### config.mk
export PLATFORM = sky130hd
export DESIGN_NAME = clk_period_meter
export DESIGN_NICKNAME = d
export VERILOG_FILES = /design/src/rtl/clk_period_meter.sv
export SDC_FILE = /design/constraint.sdc
export NUM_CORES = 1
export LEC_CHECK = 0
export ABC_AREA = 1
export CAP_MARGIN = 20
export CORE_MARGIN = 2
export CORE_UTILIZATION = 60
export CTS_CLUSTER_DIAMETER = 80
export CTS_CLUSTER_SIZE = 20
export DETAILED_ROUTE_END_ITERATION = 6
export PLACE_DENSITY = 0.82
export SLEW_MARGIN = 20
export SYNTH_ARGS = -nofsm -noshare
export SYNTH_HDL_FRONTEND = slang
export SYNTH_SLANG_ARGS = --single-unit
### constraint.sdc
create_clock -name inclk -period 2.88 [get_ports inclk]
set_clock_uncertainty 0.1 [all_clocks]
set_input_delay 0.288 -clock inclk [delete_from_list [all_inputs] [get_ports inclk]]
set_output_delay 0.288 -clock inclk [all_outputs]
set_load 0.1 [all_outputs]
### src/rtl/clk_period_meter.sv
// rtl/clk_period_meter.sv - measures the period of an asynchronous square wave in inclk cycles
// Reports full and half period (a divider-loadable divisor), lock on a stable input and a sticky timeout.
module clk_period_meter #(
  parameter logic [31:0] TIMEOUT = 32'd50_000_000,
  parameter logic [31:0] TOL     = 32'd2
) (
  input  logic        inclk,
  input  logic        reset,
  input  logic        sig_in,
  input  logic        meas_en,
  output logic [31:0] period,
  output logic [31:0] half_period,
  output logic        valid,
  output logic        locked,
  output logic        timeout
);

  typedef enum logic [1:0] {
    IDLE,
    ARM,
    MEASURE
  } state_t;

  state_t      state;
  logic        s1;
  logic        s2;
  logic        s3;
  logic        rise;
  logic [31:0] cnt;
  logic [31:0] prev;
  logic [31:0] diff;
  logic        have_prev;

  always_ff @(posedge inclk or negedge reset) begin
    if (!reset) begin
      s1 <= 1'b0;
      s2 <= 1'b0;
      s3 <= 1'b0;
    end else begin
      s1 <= sig_in;
      s2 <= s1;
      s3 <= s2;
    end
  end

  assign rise = s2 & ~s3;
  assign diff = (cnt >= prev) ? (cnt - prev) : (prev - cnt);

  always_ff @(posedge inclk or negedge reset) begin
    if (!reset) begin
      state       <= IDLE;
      cnt         <= 32'd0;
      prev        <= 32'd0;
      have_prev   <= 1'b0;
      period      <= 32'd0;
      half_period <= 32'd0;
      valid       <= 1'b0;
      locked      <= 1'b0;
      timeout     <= 1'b0;
    end else begin
      valid <= 1'b0;
      if (!meas_en) begin
        // Disable overrides any rise or timeout; the last result stays visible.
        state     <= IDLE;
        cnt       <= 32'd0;
        have_prev <= 1'b0;
        locked    <= 1'b0;
        timeout   <= 1'b0;
      end else begin
        case (state)
          IDLE: begin
            state <= ARM;
            cnt   <= 32'd0;
          end
          ARM: begin
            if (rise) begin
              state     <= MEASURE;
              cnt       <= 32'd1;
              have_prev <= 1'b0;
            end
          end
          MEASURE: begin
            if (rise) begin
              period      <= cnt;
              half_period <= cnt >> 1;
              prev        <= cnt;
              have_prev   <= 1'b1;
              valid       <= 1'b1;
              timeout     <= 1'b0;
              cnt         <= 32'd1;
              if (have_prev) begin
                locked <= (diff <= TOL);
              end
            end else if (cnt >= TIMEOUT) begin
              // A rise on the threshold cycle is taken above, so it always wins.
              state     <= ARM;
              cnt       <= 32'd0;
              have_prev <= 1'b0;
              timeout   <= 1'b1;
              locked    <= 1'b0;
            end else begin
              cnt <= cnt + 32'd1;
            end
          end
          default: begin
            state <= IDLE;
            cnt   <= 32'd0;
          end
        endcase
      end
    end
  end

endmodule

==> impl_results.md <==
- Finished Cell Area: 9440 sq um
- CTS tree: built
- Final Hold Fails: 0
- Synth area leader: nand2_1
- Vias per inst: 5.39
- Die W: 122 um
- All-layer global routing usage: 33.3%
- FFs w/ async S/R, synth: 100%
- Initial core utilization: 60.8%
- Clk root buf: clkbuf_16
- Syn Area/Cell: 5.97 sq um
- Min cycle time layout: 2.74 ns
- HP Class: reg2reg
- H-tree levels: 3
- Final worst-path cycle share: 95.3%
- Hold WS: 0.255 ns
- Mapped Cells: 1397
- Yosys cell types: 43
- Commonest cells in the netlist: nand2_1 (528), inv_1 (236), nor2_1 (104)
- CP Launch Type: flip-flop
- FF+latch count, synth: 73
- EDFF count, synth: 0
- Most frequent cell after synthesis: nand2_1
- Vias in the first global route: 7998
- Largest family of logic cells by synthesized area: simple AND/OR/NAND/NOR gates
- CTS Sinks: 73
- Mux cell area share after synthesis: 0%
- Worst-Margin Slew: 0.968 ns
- Fraction of layout cells with a size suffix above 1: 15.2%
- Drt drc: 0
- Slew Viols, Final: 0
- CTS buffer count: 9
- CP Data Required Time: 3.08 ns
- Max-capacitance violation count: 0
- Worst skew pair latency: 0.35 ns
- DR iter-0 viols: 782
- Crit path capture type: flip-flop
- RePlAce Congestion: 1.03
- HPWL after DPL: 19.1 mm
- Layout Cells excl Fill: 1636
- First-pass GRT wire length: 39.2 mm
- Max FO, Critical Path: 11
- Synth top area cells: nand2_1 (24%), dfrtp_1 (22%), inv_1 (11%), ha_1 (10%), nor2_1 (4.7%)
- Filler cells: 1254
- Class of the most critical setup path: reg2reg
- Worst rel slew slack: 35.5%
- Post-Synth Simple-Gate Area: 38.9%
- Grt ovf: 0
- Diodes inserted: 0
- Pre-antenna DRT Iters: 6
- Antenna violations before repair: 0
- Sequential-to-total area share from yosys stat: 21.9%
- Area share of the largest cell type after synthesis: 23.8%
- Worst R2R Path Depth: 16
- Final setup viols: 0
- IO Port Bufs: 69
- Final #Nets: 1525
- Syn_nets: 1471
- Mapped Area: 8340 sq um
- Worst hold start: s1$_DFF_PN0_
- CTS max path bufs: 2
- Layout overhead on the synthesized area: 13.2%
- Post-synthesis xor/xnor area fraction: 2.84%
- Worst r2r dst: locked$_DFFE_PN0P_
- FF-to-FF setup slack: 0.14 ns
- Synth warn: 0
- Final Routed Wirelength: 24.1 mm
- Worst r2r src: prev[25]$_DFFE_PN0P_
- Inst Count DP: 1616
- # rows: 43
- Adder-Cell Fraction of Synth Area: 10.7%
- Die height: 122 um
- Compound-Gate Fraction of Synth Area: 10.2%
- Fmax achieved: 0.364 GHz
- Top_reg_cell synth: dfrtp_1
- RSZ-0062 raised after global routing: true
- Data arrival time of the critical path: 2.94 ns
- Clock transition at path regs: 0.06 ns
- Status: complete, no violations
- Area post-placement: 8960 sq um
- Die Footprint: 14900 sq um
- Routed Antenna Nets: 0
- Vias post-DR: 8811
- Hold EP: s2$_DFF_PN0_
- Routed wire per std cell: 14.7 um
- Hold path depth: 0
- Largest net degree at the start of global routing: 74
- Core area: 13700 sq um
- Ports: 71
## routing by layer
| metal | track usage, % | wire length [um] |
|---|---|---|
| met5 | 0 | 0 |
| met4 | 10.1 | 625 |
| met3 | 5.29 | 2050 |
| met2 | 50.0 | 10200 |
| met1 | 49.4 | 11200 |
## critical path: stages, from the launching register on
cell	delay [ns]
dfrtp_2	0.42
inv_1	0.09
ha_2	0.35
a21oi_1	0.23
o21ai_0	0.14
a21oi_1	0.21
nand2_1	0.18
a21oi_4	0.18
buf_6	0.18
nand2_1	0.06
nand2_1	0.07
nand3_1	0.07
nor2_1	0.12
nand2_1	0.07
nor2_1	0.09
nand2_1	0.05
nand2_1	0.05
## flip-flops by register name, indices dropped and copies added, names as in the netlist
| signal | flops |
|---|---|
| locked | 1 |
| s1 | 1 |
| prev | 32 |
| cnt | 32 |
| state | 2 |
| s2 | 1 |
| s3 | 1 |
| valid | 1 |
| timeout | 1 |
| have_prev | 1 |
## cell families after synthesis
kind of cell,after synthesis
AO/OA/AOI/OAI,149
XOR/XNOR,27
adder cells (fa/ha/maj),70
buffers and inverters,300
flip-flops,73
other,1
AND/OR/NAND/NOR,777
## worst max path at each step
stage | end | from | depth (start not counted)
global placement | locked$_DFFE_PN0P_ | cnt[0]$_DFFE_PN0P_ | 20
global route | locked$_DFFE_PN0P_ | prev[17]$_DFFE_PN0P_ | 18
detailed placement | locked$_DFFE_PN0P_ | cnt[0]$_DFFE_PN0P_ | 20
finish | locked$_DFFE_PN0P_ | prev[25]$_DFFE_PN0P_ | 16
floorplan | locked$_DFFE_PN0P_ | prev[17]$_DFFE_PN0P_ | 22
CTS | locked$_DFFE_PN0P_ | cnt[0]$_DFFE_PN0P_ | 21
## layout by cell type (no fill, tap or decap), types with 5 or more instances in the layout
| master | synthesis | final |
|---|---|---|
| nor2_1 | 104 | 98 |
| inv_2 | 10 | 13 |
| nand3_1 | 73 | 73 |
| inv_1 | 236 | 233 |
| a21oi_1 | 44 | 41 |
| o21ai_0 | 57 | 55 |
| nand2_1 | 528 | 526 |
| clkbuf_16 | 0 | 9 |
| nand2_4 | 5 | 6 |
| nor2_4 | 4 | 6 |
| nor3_1 | 8 | 8 |
| dfrtp_1 | 73 | 43 |
| o22ai_1 | 22 | 22 |
| o21bai_1 | 6 | 6 |
| nor2_2 | 7 | 11 |
| nand2_2 | 12 | 13 |
| nand4_1 | 24 | 24 |
| o211ai_1 | 5 | 5 |
| dfrtp_2 | 0 | 30 |
| ha_2 | 0 | 16 |
| xor2_1 | 26 | 26 |
| buf_4 | 36 | 89 |
| ha_1 | 68 | 50 |
## layout make-up
type                            instances  area, sq um  share of cell area, %
Clock buffer                           10          229                   2.43
Clock inverter                          6         67.6                  0.716
Inverter                              247          927                   9.82
Multi-Input combinational cell       1025         5390                   57.1
Sequential cell                        73         1860                   19.8
Tap cell                              180          225                   2.39
Timing Repair Buffer                   95          737                   7.81
## repair_timing
action	in CTS	in global routing
gates cloned	0	2
hold endpoints to repair	2	0
hold buffers	1	0
gates resized for setup	2	45
endpoints found under the setup margin	1	5
pin swaps	0	1
buffers inserted	0	1
## per-stage QoR
step | TNS (ns) | util (%) | setup WS, ns
3_5_place_dp | -0.0370 | 65.3 | -0.0370
3_3_place_gp | -0.00176 | 65.3 | -0.00176
6_report | 0 | 68.8 | 0.136
2_1_floorplan | 0 | - | 0.00853
5_1_grt | -0.0476 | 68.8 | -0.0436
4_1_cts | 0 | 67.6 | 0.0700
Power is not shown: default switching activity piles up to over one toggle a cycle in this logic, so the estimate is an artifact.
